<file path="src/rtl/spi_ram_param_if.sv">
// Command/response bundle between the SPI slave front end and the parametrised RAM.
// The master drives framed command words; the slave returns read data and the error pulse.
interface spi_ram_param_if #(
  parameter int unsigned DATA_W = 8
) ();
  logic              rx_valid;
  logic [DATA_W+1:0] din;
  logic [DATA_W-1:0] dout;
  logic              tx_valid;
  logic              err;

  modport master (
    output rx_valid, din,
    input  dout, tx_valid, err
  );

  modport slave (
    input  rx_valid, din,
    output dout, tx_valid, err
  );
endinterface

</file>
<file path="src/rtl/spi_ram_param.sv">
// Parametrised single-port RAM behind the SPI slave: address-load, write and read commands.
// It has optional address auto-increment and flags address loads outside DEPTH.
module spi_ram_param #(
  parameter int unsigned DATA_W   = 8,
  parameter int unsigned ADDR_W   = 8,
  parameter int unsigned DEPTH    = 256,
  parameter bit          AUTO_INC = 1'b0
) (
  input  logic           clk,
  input  logic           rst_n,
  spi_ram_param_if.slave bus
);
  localparam int unsigned       IdxW     = (DEPTH > 1) ? $clog2(DEPTH) : 1;
  localparam logic [ADDR_W:0]   DepthW   = (ADDR_W + 1)'(DEPTH);
  localparam logic [ADDR_W-1:0] LastAddr = ADDR_W'(DEPTH - 1);

  typedef enum logic [1:0] {
    OpWrAddr = 2'b00,
    OpWrData = 2'b01,
    OpRdAddr = 2'b10,
    OpRdData = 2'b11
  } op_e;

  logic [DATA_W-1:0] mem_q [DEPTH];

  logic [ADDR_W-1:0] wr_addr_q, wr_addr_d;
  logic [ADDR_W-1:0] rd_addr_q, rd_addr_d;
  logic [DATA_W-1:0] dout_q, dout_d;
  logic              tx_valid_q, tx_valid_d;
  logic              err_q, err_d;
  logic              mem_we;

  op_e               op;
  logic [DATA_W-1:0] payload;
  logic [ADDR_W-1:0] addr_in;
  logic              addr_oor;

  assign op       = op_e'(bus.din[DATA_W+1:DATA_W]);
  assign payload  = bus.din[DATA_W-1:0];
  assign addr_in  = payload[ADDR_W-1:0];
  assign addr_oor = {1'b0, addr_in} >= DepthW;

  // Post-increment wraps at DEPTH-1, so auto-increment can never leave the valid range.
  function automatic logic [ADDR_W-1:0] next_addr(input logic [ADDR_W-1:0] a);
    return (a == LastAddr) ? '0 : a + 1'b1;
  endfunction

  always_comb begin
    wr_addr_d  = wr_addr_q;
    rd_addr_d  = rd_addr_q;
    dout_d     = '0;
    tx_valid_d = 1'b0;
    err_d      = 1'b0;
    mem_we     = 1'b0;
    if (bus.rx_valid) begin
      unique case (op)
        OpWrAddr: begin
          if (addr_oor) err_d = 1'b1;
          else          wr_addr_d = addr_in;
        end
        OpWrData: begin
          mem_we = 1'b1;
          if (AUTO_INC) wr_addr_d = next_addr(wr_addr_q);
        end
        OpRdAddr: begin
          if (addr_oor) err_d = 1'b1;
          else          rd_addr_d = addr_in;
        end
        OpRdData: begin
          dout_d     = mem_q[rd_addr_q[IdxW-1:0]];
          tx_valid_d = 1'b1;
          if (AUTO_INC) rd_addr_d = next_addr(rd_addr_q);
        end
        default: ;
      endcase
    end
  end

  always_ff @(posedge clk or negedge rst_n) begin
    if (!rst_n) begin
      wr_addr_q  <= '0;
      rd_addr_q  <= '0;
      dout_q     <= '0;
      tx_valid_q <= 1'b0;
      err_q      <= 1'b0;
    end else begin
      wr_addr_q  <= wr_addr_d;
      rd_addr_q  <= rd_addr_d;
      dout_q     <= dout_d;
      tx_valid_q <= tx_valid_d;
      err_q      <= err_d;
    end
  end

  // Storage has no reset so its contents survive rst_n.
  always_ff @(posedge clk) begin
    if (mem_we) mem_q[wr_addr_q[IdxW-1:0]] <= payload;
  end

  assign bus.dout     = dout_q;
  assign bus.tx_valid = tx_valid_q;
  assign bus.err      = err_q;
endmodule

</file>
<file path="src/flat_wrapper.sv">
// flat-port wrapper written by rule: the top's interface ports become plain ports
module spi_ram_param_flat 
#(
  parameter int unsigned DATA_W   = 8,
  parameter int unsigned ADDR_W   = 8,
  parameter int unsigned DEPTH    = 256,
  parameter bit          AUTO_INC = 1'b0
)
  (clk, rst_n, bus_rx_valid, bus_din, bus_dout, bus_tx_valid, bus_err);
  spi_ram_param_if #(.DATA_W(DATA_W)) bus_i ();
  input  logic clk;
  input  logic rst_n;
  input wire logic [$bits(bus_i.rx_valid)-1:0] bus_rx_valid;
  input wire logic [$bits(bus_i.din)-1:0] bus_din;
  output wire logic [$bits(bus_i.dout)-1:0] bus_dout;
  output wire logic [$bits(bus_i.tx_valid)-1:0] bus_tx_valid;
  output wire logic [$bits(bus_i.err)-1:0] bus_err;
  assign bus_i.rx_valid = bus_rx_valid;
  assign bus_i.din = bus_din;
  assign bus_dout = bus_i.dout;
  assign bus_tx_valid = bus_i.tx_valid;
  assign bus_err = bus_i.err;
  spi_ram_param #(.DATA_W(DATA_W), .ADDR_W(ADDR_W), .DEPTH(DEPTH), .AUTO_INC(AUTO_INC)) u_core (.clk(clk), .rst_n(rst_n), .bus(bus_i));
endmodule
</file>
<file path="config.mk">
export PLATFORM = sky130hd
export DESIGN_NAME = spi_ram_param_flat
export DESIGN_NICKNAME = d
export VERILOG_FILES = /design/src/rtl/spi_ram_param_if.sv /design/src/rtl/spi_ram_param.sv /design/src/flat_wrapper.sv
export SDC_FILE = /design/constraint.sdc
export NUM_CORES = 2
export LEC_CHECK = 0
export CORE_MARGIN = 2
export CORE_UTILIZATION = 30
export DETAILED_ROUTE_END_ITERATION = 10
export PLACE_DENSITY = 0.43
export SLEW_MARGIN = 30
export SYNTH_ARGS = -nofsm -noshare
export SYNTH_HDL_FRONTEND = slang
export SYNTH_SLANG_ARGS = --single-unit
</file>
<file path="constraint.sdc">
create_clock -name clk -period 6.9 [get_ports clk]
set_input_delay 1.38 -clock clk [delete_from_list [all_inputs] [get_ports clk]]
set_output_delay 1.38 -clock clk [all_outputs]
set_load 0.1 [all_outputs]
</file>
==> impl_metrics.yaml <==
layout:
  area_growth_pct: 13.9
  nets: 4015
  n_fill_cell: 25221
  multi_input_area_mm2: 0.0175
  regArea_mm2: 0.0621
  drive_gt1_share_pct: 19.1
route:
  via_per_inst: 5.14
  wl_per_cell_um: 30.6
  ant_nets: 0
  drc: 0
  num_vias: 39855
  drt_wl_total_mm: 238
  drt_pass1_iterations: 7
  drt_iter0_drc: 4017
grt:
  grt_pass1_wl_mm: 332
  antenna_found_initial: 13
  grt_pass1_vias: 40937
  gr-total-overflow: 0
  grt_usage_pct: 17.0
  grt_max_degree: 147
floorplan:
  die-area_mm2: 0.275
  die_w_um: 525
  core_area_mm2: 0.270
  die_y_um: 525
  pin_count: 23
  start_util_pct: 30.1
  rows: 191
timing:
  period_needed_ns: 4.30
  tns_ns: 0
  relSlewSlack_pct: 29.8
  slew_violations: 0
  fmax_ghz: 0.233
  finalHoldViolations: 0
  finClkSkew_ns: 0.0733
  fin_ws_ns: 2.60
  setup_viol: 0
  rsz0062_at_grt: "no"
  fin_crit_sh_pct: 62.3
  worst_pin_slew_ns: 1.03
  fin_hold_ws_ns: 0.561
hold_path:
  hold_class: "register to register"
  hold_path_startpoint: "u_core.rd_addr_q[7]$_DFFE_PN0P_"
synthesis:
  synthArstFlopShare_pct: 1.21
  synth-seq-cells: 2073
  seq_area_frac_synth_pct: 76.4
  synth.distinct_cells: 55
  yosys.area.top_type_share_pct: 75.7
  yosysWarningCount: 0
  yosys-top-cells-area: "edfxtp_1, mux4_2, mux4_1"
  netlist_instances: 3899
  synth_edf_count: 2048
  synth_most_common_cell: "edfxtp_1"
  syn_nets: 3912
  synth_area_per_cell_um2: 20.8
  synthesis.area_mm2: 0.0813
  yosysTopAreaCell: "edfxtp_1"
  synth_common_cells: "edfxtp_1, nor2_1, mux4_2, mux2i_1, o221ai_1"
  synthFlopType: "edfxtp_1"
place:
  gp_congestion: 0.792
  dp_hpwl_mm: 142
  port_buffers: 21
  post-place-ws_ns: 1.84
power_and_ir_drop:
  p_comb_share_pct: 13.1
  p_total_uw: 29700
  ir_drop_uv: 216
  p_seq_share_pct: 47.1
  swShare_pct: 25.7
  power_per_cell_area_mw_per_mm2: 321
  leakagePower_uw: 0.0285
  internal_power_uw: 22100
  pwr-share-clk_pct: 39.8
  p_switching_uw: 7620
cts:
  numClockSinks: 2073
  postCtsHoldBufs: 0
  cts_resized: 0
  numCtsBuffers: 218
  clockRootBuffer: "clkbuf_16"
  cts_buffer_depth: 3
  path_clk_slew_ns: 0.06
  cts_tree: "done"
  cts_max_level: 4
  cts_setup_buffers: 0
  clk_latency_ns: 0.86
critical_path:
  critPathCaptureType: "register"
  r2r_start: "u_core.rd_addr_q[0]$_DFFE_PN0P_"
  worstSetupPathType: "input port to register"
  worstPathRequired_ns: 7.38
  crit_arrival_ns: 4.77
  rr_worst_depth: 7
  cp-endpoint: "u_core.mem_q[149][0]$_DFFE_PP_"
  crit_start: "bus_din[8]"
  crit_fanout: 12
  worstReg2RegEnd: "u_core.bus.dout[7]$_DFF_PN0_"
  cp-start-kind: "input port"
  ff2ff_setup_slack_ns: 2.80
job:
  max_cap_viol_count: 0
outcome:
  status: "complete, no violations"
registers in the layout, summed over array words and instances (netlist names):
name	count
u_core.bus.dout	8
u_core.bus.tx_valid	1
u_core.mem_q	2048
u_core.rd_addr_q	8
u_core.wr_addr_q	8
power groups by stage:
stage	combinational [uW]	clock (uW)	sequential (uW)
finish	3890	11800	14000
global route	4100	12600	14000
CTS	3950	12100	14000
floorplan	2470	0	14200
detailed placement	3940	0	14300
global placement	3940	0	14300
worst min path at each step:
stage               depth (start not counted)  slack, ns                               to
global route                                1       0.59  u_core.rd_addr_q[7]$_DFFE_PN0P_
floorplan                                   1       0.52  u_core.rd_addr_q[7]$_DFFE_PN0P_
CTS                                         1       0.55  u_core.rd_addr_q[7]$_DFFE_PN0P_
finish                                      1       0.56  u_core.rd_addr_q[7]$_DFFE_PN0P_
detailed placement                          1       0.54  u_core.rd_addr_q[7]$_DFFE_PN0P_
global placement                            1       0.53  u_core.rd_addr_q[7]$_DFFE_PN0P_
layout by cell type, fill, tap and decap left out, types with 68 or more instances in the layout:
master     synthesis  routed
a21oi_1           68      68
buf_4             13      75
clkbuf_16          0     221
edfxtp_1        2048    2048
mux2i_1          244     244
mux4_1           102     102
mux4_2           299     299
nor2_1           304     299
o221ai_1         123     123
o22ai_1           71      71
routing by layer:
layer	GRT usage [%]	part of all wire [%]	up-vias
met3	2.62	4.8	272
met5	0	0	-
li1	-	-	16650
met2	27.0	47	1166
met4	3.86	2.0	0
met1	24.5	46	21767
final cells by class:
cell class | count | area share, %
diodes | 2 | 0.00540
well taps | 3570 | 4.82
inverters | 4 | 0.0243
repair buffers | 118 | 1.36
multi-input cells | 1587 | 18.9
clock inverters | 132 | 1.52
clock buffers | 274 | 6.25
flip-flops and latches | 2073 | 67.1
worst max-delay path, cell delays in order:
cell             delay (ns)
clkdlybuf4s50_1        0.52
nand2_1                0.20
nor4b_1                0.86
nand2_1                0.69
buf_4                  0.46
nor2_1                 0.63
metrics by stage:
step                area [um2]  std cells  utilization [%]
floorplan                81300       3899                -
global placement         85300       7351             31.6
detailed placement       85400       7351             31.6
CTS                      92600       7757             34.3
global route             92600       7759             34.3
finish                   92600       7760             34.3
kinds of logic (layout without fill, tap and decap cells):
group                  count (synthesis)  count (layout)  synth area share, %
muxes                                685             685                 15.1
and+or+nand+nor                      502             502                 2.72
buffers and inverters                239             528                 2.19
other                                  1               3              0.00461
DFF                                 2073            2073                 76.4
AOI/OAI and AO/OA                    399             399                 3.51
(Power assumes the default switching activity.)
